### config.mk
export PLATFORM = sky130hd
export DESIGN_NAME = voice_allocator
export DESIGN_NICKNAME = d
export VERILOG_FILES = /design/src/rtl/voice_pkg.sv /design/src/rtl/voice_slot.sv /design/src/rtl/voice_allocator.sv
export SDC_FILE = /design/constraint.sdc
export NUM_CORES = 1
export LEC_CHECK = 0
export ABC_AREA = 1
export BUFFER_PORTS_ARGS = -buffer_cell sky130_fd_sc_hd__clkbuf_2
export CAP_MARGIN = 5
export CORE_AREA = 2 2 134 136
export CTS_CLUSTER_DIAMETER = 40
export DETAILED_ROUTE_END_ITERATION = 7
export DIE_AREA = 0 0 136 138
export PLACE_DENSITY_LB_ADDON = 0.1
export SYNTH_ARGS = -nofsm -noshare
export SYNTH_HDL_FRONTEND = slang
export SYNTH_SLANG_ARGS = --single-unit
export TNS_END_PERCENT = 1
### constraint.sdc
create_clock -name clk_in -period 7.35 [get_ports clk_in]
set_input_delay 1.1025 -clock clk_in [delete_from_list [all_inputs] [get_ports clk_in]]
set_output_delay 1.1025 -clock clk_in [all_outputs]
set_load 0.05 [all_outputs]
### src/rtl/voice_pkg.sv
// Shared types for the polyphonic voice allocator: voice state encoding and sizing constants.
package voice_pkg;
  typedef enum logic [1:0] {
    V_IDLE    = 2'd0,
    V_HELD    = 2'd1,
    V_RELEASE = 2'd2
  } voice_state_t;

  localparam int KEY_IDX_W  = 4;
  localparam int MAX_VOICES = 8;
endpackage

### src/rtl/voice_slot.sv
// One voice slot: IDLE/HELD/RELEASE state machine, release-tail countdown and saturating age.
module voice_slot
  import voice_pkg::*;
#(
  parameter int RELEASE_CYCLES = 1024,
  parameter int AGE_W          = 16
) (
  input  logic                 clk_in,
  input  logic                 rst_in,
  input  logic                 alloc_in,
  input  logic [KEY_IDX_W-1:0] alloc_key_in,
  input  logic                 key_gate_in,
  output voice_state_t         state_out,
  output logic [KEY_IDX_W-1:0] key_out,
  output logic [AGE_W-1:0]     age_out,
  output logic                 trig_out
);
  localparam int REL_W = (RELEASE_CYCLES > 1) ? $clog2(RELEASE_CYCLES) : 1;

  voice_state_t         state_q, state_d;
  logic [KEY_IDX_W-1:0] key_q, key_d;
  logic [AGE_W-1:0]     age_q, age_d;
  logic [REL_W-1:0]     rel_q, rel_d;
  logic                 trig_q, trig_d;

  // Allocation has priority over the gate-drop transition in the same cycle.
  always_comb begin
    state_d = state_q;
    key_d   = key_q;
    age_d   = age_q;
    rel_d   = rel_q;
    trig_d  = 1'b0;
    if (alloc_in) begin
      state_d = V_HELD;
      key_d   = alloc_key_in;
      age_d   = '0;
      rel_d   = '0;
      trig_d  = 1'b1;
    end else begin
      if ((state_q != V_IDLE) && (age_q != '1)) age_d = age_q + 1'b1;
      case (state_q)
        V_HELD: begin
          if (!key_gate_in) begin
            state_d = V_RELEASE;
            rel_d   = REL_W'(RELEASE_CYCLES - 1);
          end
        end
        V_RELEASE: begin
          if (rel_q == '0) state_d = V_IDLE;
          else             rel_d   = rel_q - 1'b1;
        end
        default: ;
      endcase
    end
  end

  always_ff @(posedge clk_in or posedge rst_in) begin
    if (rst_in) begin
      state_q <= V_IDLE;
      key_q   <= '0;
      age_q   <= '0;
      rel_q   <= '0;
      trig_q  <= 1'b0;
    end else begin
      state_q <= state_d;
      key_q   <= key_d;
      age_q   <= age_d;
      rel_q   <= rel_d;
      trig_q  <= trig_d;
    end
  end

  assign state_out = state_q;
  assign key_out   = key_q;
  assign age_out   = age_q;
  assign trig_out  = trig_q;
endmodule

### src/rtl/voice_allocator.sv
// Polyphonic voice allocator: pending-key mask, lowest-key service and voice selection.
// Define VOICE_STEAL_EN to steal the oldest HELD voice instead of dropping when none is free.
module voice_allocator
  import voice_pkg::*;
#(
  parameter int NUM_KEYS       = 12,
  parameter int NUM_VOICES     = 4,
  parameter int RELEASE_CYCLES = 1024,
  parameter int AGE_W          = 16
) (
  input  logic                            clk_in,
  input  logic                            rst_in,
  input  logic [NUM_KEYS-1:0]             gate_in,
  input  logic [NUM_KEYS-1:0]             trigger_in,
  output logic [NUM_VOICES*KEY_IDX_W-1:0] voice_key_out,
  output logic [NUM_VOICES-1:0]           voice_gate_out,
  output logic [NUM_VOICES-1:0]           voice_trig_out,
  output logic [NUM_VOICES-1:0]           voice_active_out,
  output logic                            drop_out
);
  logic [NUM_KEYS-1:0]   pend_q, pend_d;
  logic                  drop_q, drop_d;
  logic [NUM_KEYS-1:0]   pend_all, svc_hot;
  logic                  svc_valid, svc_gate;
  logic [KEY_IDX_W-1:0]  svc_key;
  logic [NUM_VOICES-1:0] alloc_vec, key_gate;
  logic [NUM_VOICES-1:0] hit_sel, idle_sel, rel_sel, held_sel;
  logic                  hit_found, idle_found, rel_found, held_found;
  logic [AGE_W-1:0]      rel_age, held_age;

  voice_state_t          st_v  [NUM_VOICES];
  logic [KEY_IDX_W-1:0]  key_v [NUM_VOICES];
  logic [AGE_W-1:0]      age_v [NUM_VOICES];

  // Lowest set bit of the pending mask is the one key serviced this cycle.
  always_comb begin
    pend_all  = pend_q | trigger_in;
    svc_hot   = pend_all & ~(pend_all - 1'b1);
    svc_valid = |pend_all;
    svc_gate  = |(svc_hot & gate_in);
    pend_d    = pend_all & ~svc_hot;
    svc_key   = '0;
    for (int k = 0; k < NUM_KEYS; k++) begin
      if (svc_hot[k]) svc_key = KEY_IDX_W'(k);
    end
  end

  always_comb begin
    hit_found  = 1'b0;
    idle_found = 1'b0;
    rel_found  = 1'b0;
    held_found = 1'b0;
    hit_sel    = '0;
    idle_sel   = '0;
    rel_sel    = '0;
    held_sel   = '0;
    rel_age    = '0;
    held_age   = '0;
    for (int v = 0; v < NUM_VOICES; v++) begin
      if (!hit_found && (st_v[v] != V_IDLE) && (key_v[v] == svc_key)) begin
        hit_found  = 1'b1;
        hit_sel[v] = 1'b1;
      end
      if (!idle_found && (st_v[v] == V_IDLE)) begin
        idle_found  = 1'b1;
        idle_sel[v] = 1'b1;
      end
      // Strict compare keeps the lowest index on equal ages.
      if ((st_v[v] == V_RELEASE) && (!rel_found || (age_v[v] > rel_age))) begin
        rel_found  = 1'b1;
        rel_age    = age_v[v];
        rel_sel    = '0;
        rel_sel[v] = 1'b1;
      end
      if ((st_v[v] == V_HELD) && (!held_found || (age_v[v] > held_age))) begin
        held_found  = 1'b1;
        held_age    = age_v[v];
        held_sel    = '0;
        held_sel[v] = 1'b1;
      end
    end

    alloc_vec = '0;
    drop_d    = 1'b0;
    if (svc_valid && svc_gate) begin
      if (hit_found)       alloc_vec = hit_sel;
      else if (idle_found) alloc_vec = idle_sel;
      else if (rel_found)  alloc_vec = rel_sel;
      else begin
`ifdef VOICE_STEAL_EN
        alloc_vec = held_sel;
`else
        drop_d    = 1'b1;
`endif
      end
    end
  end

  always_comb begin
    for (int v = 0; v < NUM_VOICES; v++) begin
      key_gate[v] = 1'b0;
      for (int k = 0; k < NUM_KEYS; k++) begin
        if (key_v[v] == KEY_IDX_W'(k)) key_gate[v] = gate_in[k];
      end
    end
  end

  always_ff @(posedge clk_in or posedge rst_in) begin
    if (rst_in) begin
      pend_q <= '0;
      drop_q <= 1'b0;
    end else begin
      pend_q <= pend_d;
      drop_q <= drop_d;
    end
  end

  for (genvar v = 0; v < NUM_VOICES; v++) begin : g_voice
    voice_slot #(
      .RELEASE_CYCLES(RELEASE_CYCLES),
      .AGE_W         (AGE_W)
    ) u_slot (
      .clk_in      (clk_in),
      .rst_in      (rst_in),
      .alloc_in    (alloc_vec[v]),
      .alloc_key_in(svc_key),
      .key_gate_in (key_gate[v]),
      .state_out   (st_v[v]),
      .key_out     (key_v[v]),
      .age_out     (age_v[v]),
      .trig_out    (voice_trig_out[v])
    );

    assign voice_key_out[v*KEY_IDX_W +: KEY_IDX_W] = key_v[v];
    assign voice_gate_out[v]   = (st_v[v] == V_HELD);
    assign voice_active_out[v] = (st_v[v] != V_IDLE);
  end

  assign drop_out = drop_q;
endmodule

==> metrics.cfg <==
[logic_synthesis]
post-synth-top-area-fraction_pct = 33.8
yosys_register_bits = 144
syn_area_um2 = 10700
synth.largest_area_cell = sky130_fd_sc_hd__dfrtp_1
synth.top_cells.by_area = sky130_fd_sc_hd__dfrtp_1 (34%), sky130_fd_sc_hd__nand2_1 (13%), sky130_fd_sc_hd__ha_1 (6.6%)
most_numerous_cell_in_the_yosys_netlist = sky130_fd_sc_hd__nand2_1
async_reset_ff_share_pct = 100
synth.distinct_cells = 52
synth_area_per_cell_um2 = 6.95
synth_seq_area_share_pct = 33.8
synth_common_cells = sky130_fd_sc_hd__nand2_1 (378), sky130_fd_sc_hd__inv_1 (180), sky130_fd_sc_hd__nor2_1 (173)
synth_ff_type = sky130_fd_sc_hd__dfrtp_1
synth.yosys.warnings = 0
synth_enable_flop_cells = 0
post_synthesis_cells = 1535
net_count_after_synthesis = 1617

[placed_design]
globalplace.congestion = 0.940
dp_hpwl_um = 20200
placed_cells = 1783
buffer_ports.inserted = 54

[layout]
flow.area_growth_from_synthesis_pct = 10.5
final.fill_count = 1590
nets = 1655
insertedDiodeCount = 0
final-instance-count-excl-fill = 1815
final_util_pct = 67.2
layout-drive-gt1-share_pct = 11.6

[pwr]
power.ir.vdd_worst_mv = 0.260
power.net_switching_mw = 2.42
comb_power_share_pct = 53.8
seq_pwr_share_pct = 27.0
power.internal_mw = 2.47
leakage_nw = 5.76
powerDensity_nw_per_um2 = 415
p_sw_share_pct = 49.5
fin_total_pwr_mw = 4.89
clock_power_share_pct = 19.3

[setup_path]
crit_fanout = 32
crit_path_top_delay_cell = sky130_fd_sc_hd__dfrtp_1
worstRegToRegCells = 46
timing.critical_path.required_ns = 7.67
worst_path_largest_cell_delay_ns = 0.38
worst-path-stages = 46
timing.setup.critical_path_class = reg -> reg
critPathMostFrequentCell = sky130_fd_sc_hd__nand2_1
endpoint_kind = flip-flop
critical_path.n_buffers_inverters = 5
start_kind = flip-flop
critPathArrivalTime_ns = 6.91
worst_path_dominant_cell_family = simple AND/OR/NAND/NOR gates

[cts]
cts.repair_timing.setup_buffer_count = 0
clkLatencyLatePin_ns = 0.43
htreeDepth = 4
cts_buffer_depth = 2
ctsRootBufferMaster = sky130_fd_sc_hd__clkbuf_16
cts_tree = built
cts-hold-fix-buffers = 0
clkSinkCount = 144
tritoncts.num_buffers = 17
path_clk_slew_ns = 0.07
cts_resized = 0

[floorplanning]
dieHeight_um = 138
start_util_pct = 60.9
boundaryPins = 55
std_cell_rows = 49
core_area_um2 = 17500
floorplan.die_area_um2 = 18800
die_x_um = 136

[route]
initialDrtViolationCount = 864
vias_per_cell = 5.71
antenna_left = 0
wirelength_per_cell_um = 15.1
route.final.wire_length_um = 27500
detail_route.first_pass.iterations = 6
dr_total_vias = 10400
drc = 0

[sta]
timing.hold.ws_ns = 0.473
time_the_final_worst_path_needs_with_i_o_delays_and_setup_ns = 6.59
period_utilisation_layout_pct = 89.6
drv_slew = 0
totalNegativeSetupSlack_ns = 0
hold_violations = 0
final.setup_skew_ns = 0.0117
setup_repair_after_global_routing_missed_its_margin = no
achievable-frequency_mhz = 152
count_of_final_setup_violators = 0
slew_headroom_pct = 39.2
worst_pin_slew_ns = 0.912

[global_route]
gr_met1_demand_resource_pct = 42.0
grt-busiest-layer = met2
antenna_violations_before_repair = 0
grt_first_pass_wirelength_um = 46100
grt_pass1_vias = 9523
use_met2_pct = 46.7
globalRouteOverflowTotal = 0
grt.met3_usage_pct = 5.90
grt_max_degree = 74
track_usage_pct = 30.2

[status]
run_status = finished, final reports clean

[min_path]
holdCritPathClass = reg -> reg
timing.hold.worst_path_depth = 2

[flow_run]
cap_viol_max_count = 0

[kinds of logic (layout without fill, tap and decap cells)]
| group | count (synthesis) | count (layout) | share of synthesized area [%] |
|---|---|---|---|
| AO/OA/AOI/OAI | 265 | 265 | 14.0 |
| XOR/XNOR | 22 | 22 | 1.81 |
| adder cells (fa/ha/maj) | 56 | 56 | 6.57 |
| AND/OR/NAND/NOR | 809 | 809 | 34.8 |
| flip-flops | 144 | 144 | 33.8 |
| buffers and inverters | 239 | 290 | 9.05 |
[layer usage]
| layer | wire (um) | part of all wire (%) | vias up |
|---|---|---|---|
| li1 | - | - | 5148 |
| met4 | 746 | 2.7 | 0 |
| met5 | 0 | 0 | - |
| met1 | 12300 | 45 | 4774 |
| met3 | 1800 | 6.5 | 77 |
| met2 | 12600 | 46 | 364 |
[worst min-delay path, cell delays in order (launching register included)]
cell and delay (ns):
sky130_fd_sc_hd__dfrtp_1 0.34, sky130_fd_sc_hd__nand2_1 0.05, sky130_fd_sc_hd__nand2_1 0.05
[power groups by stage]
| stage | clock network [mW] | registers (mW) | logic (mW) |
|---|---|---|---|
| after floorplan | 0 | 1.29 | 2.04 |
| after global placement | 0 | 1.32 | 2.50 |
| after detailed placement | 0 | 1.32 | 2.56 |
| after CTS | 0.951 | 1.31 | 2.59 |
| after global routing | 0.984 | 1.36 | 3.00 |
| final | 0.942 | 1.32 | 2.63 |
[sequential cells by signal, summed over array words and instances (netlist names)]
register / cells
g_voice.u_slot.rel_q: 40
g_voice.u_slot.age_out: 64
g_voice.u_slot.state_out: 8
pend_q: 11
g_voice.u_slot.key_out: 16
drop_out: 1
g_voice.u_slot.trig_out: 4
[worst paths after layout]
check | start | endpoint | slack [ns]
worst max-delay path | g_voice[0].u_slot.state_out[1] | g_voice[1].u_slot.rel_q[0] | 0.76
worst min-delay path | g_voice[0].u_slot.rel_q[1] | g_voice[0].u_slot.rel_q[1] | 0.47
worst max register to register | g_voice[0].u_slot.state_out[1] | g_voice[1].u_slot.rel_q[0] | 0.76
worst min register to register | g_voice[0].u_slot.rel_q[1] | g_voice[0].u_slot.rel_q[1] | 0.47
max in group asynchronous | rst_in | g_voice[0].u_slot.age_out[8] | 5.20
min in group asynchronous | rst_in | g_voice[3].u_slot.rel_q[3] | 0.77
[layout make-up]
cell class,instances,area [um2],area share [%]
clock buffer,20,467,3.96
sequential,144,3600,30.6
timing repair buffer,64,358,3.04
inverter,194,738,6.26
multi-input combinational,1152,6160,52.3
clock inverter,12,170,1.44
tap,229,287,2.43
[per-stage QoR]
stage	area, um2	worst slack (ns)
after detailed placement	11100	0.141
after global placement	11100	0.445
after floorplan	10700	1.04
final	11800	0.763
after CTS	11700	0.0768
after global routing	11800	0.0193
[cells in the final DEF, fill, tap and decap left out, drive strengths merged, types with 3 or more instances in the layout]
cell type,synthesis,final
o31ai,3,3
nor4,11,11
nor2,198,198
ha,56,56
a31oi,3,3
o211ai,9,9
clkinv,2,3
buf,22,10
o2111ai,16,16
xor2,18,18
bufinv,0,3
xnor2,4,4
clkbuf,23,74
o21ai,135,135
nand4,38,38
or2,10,10
a21oi,86,86
nand3,98,98
nand2,397,397
inv,192,198
nand3b,8,8
nor3,38,38
o21a,3,3
dfrtp,144,144
nor3b,9,9
Power figures use the tool's default switching activity.
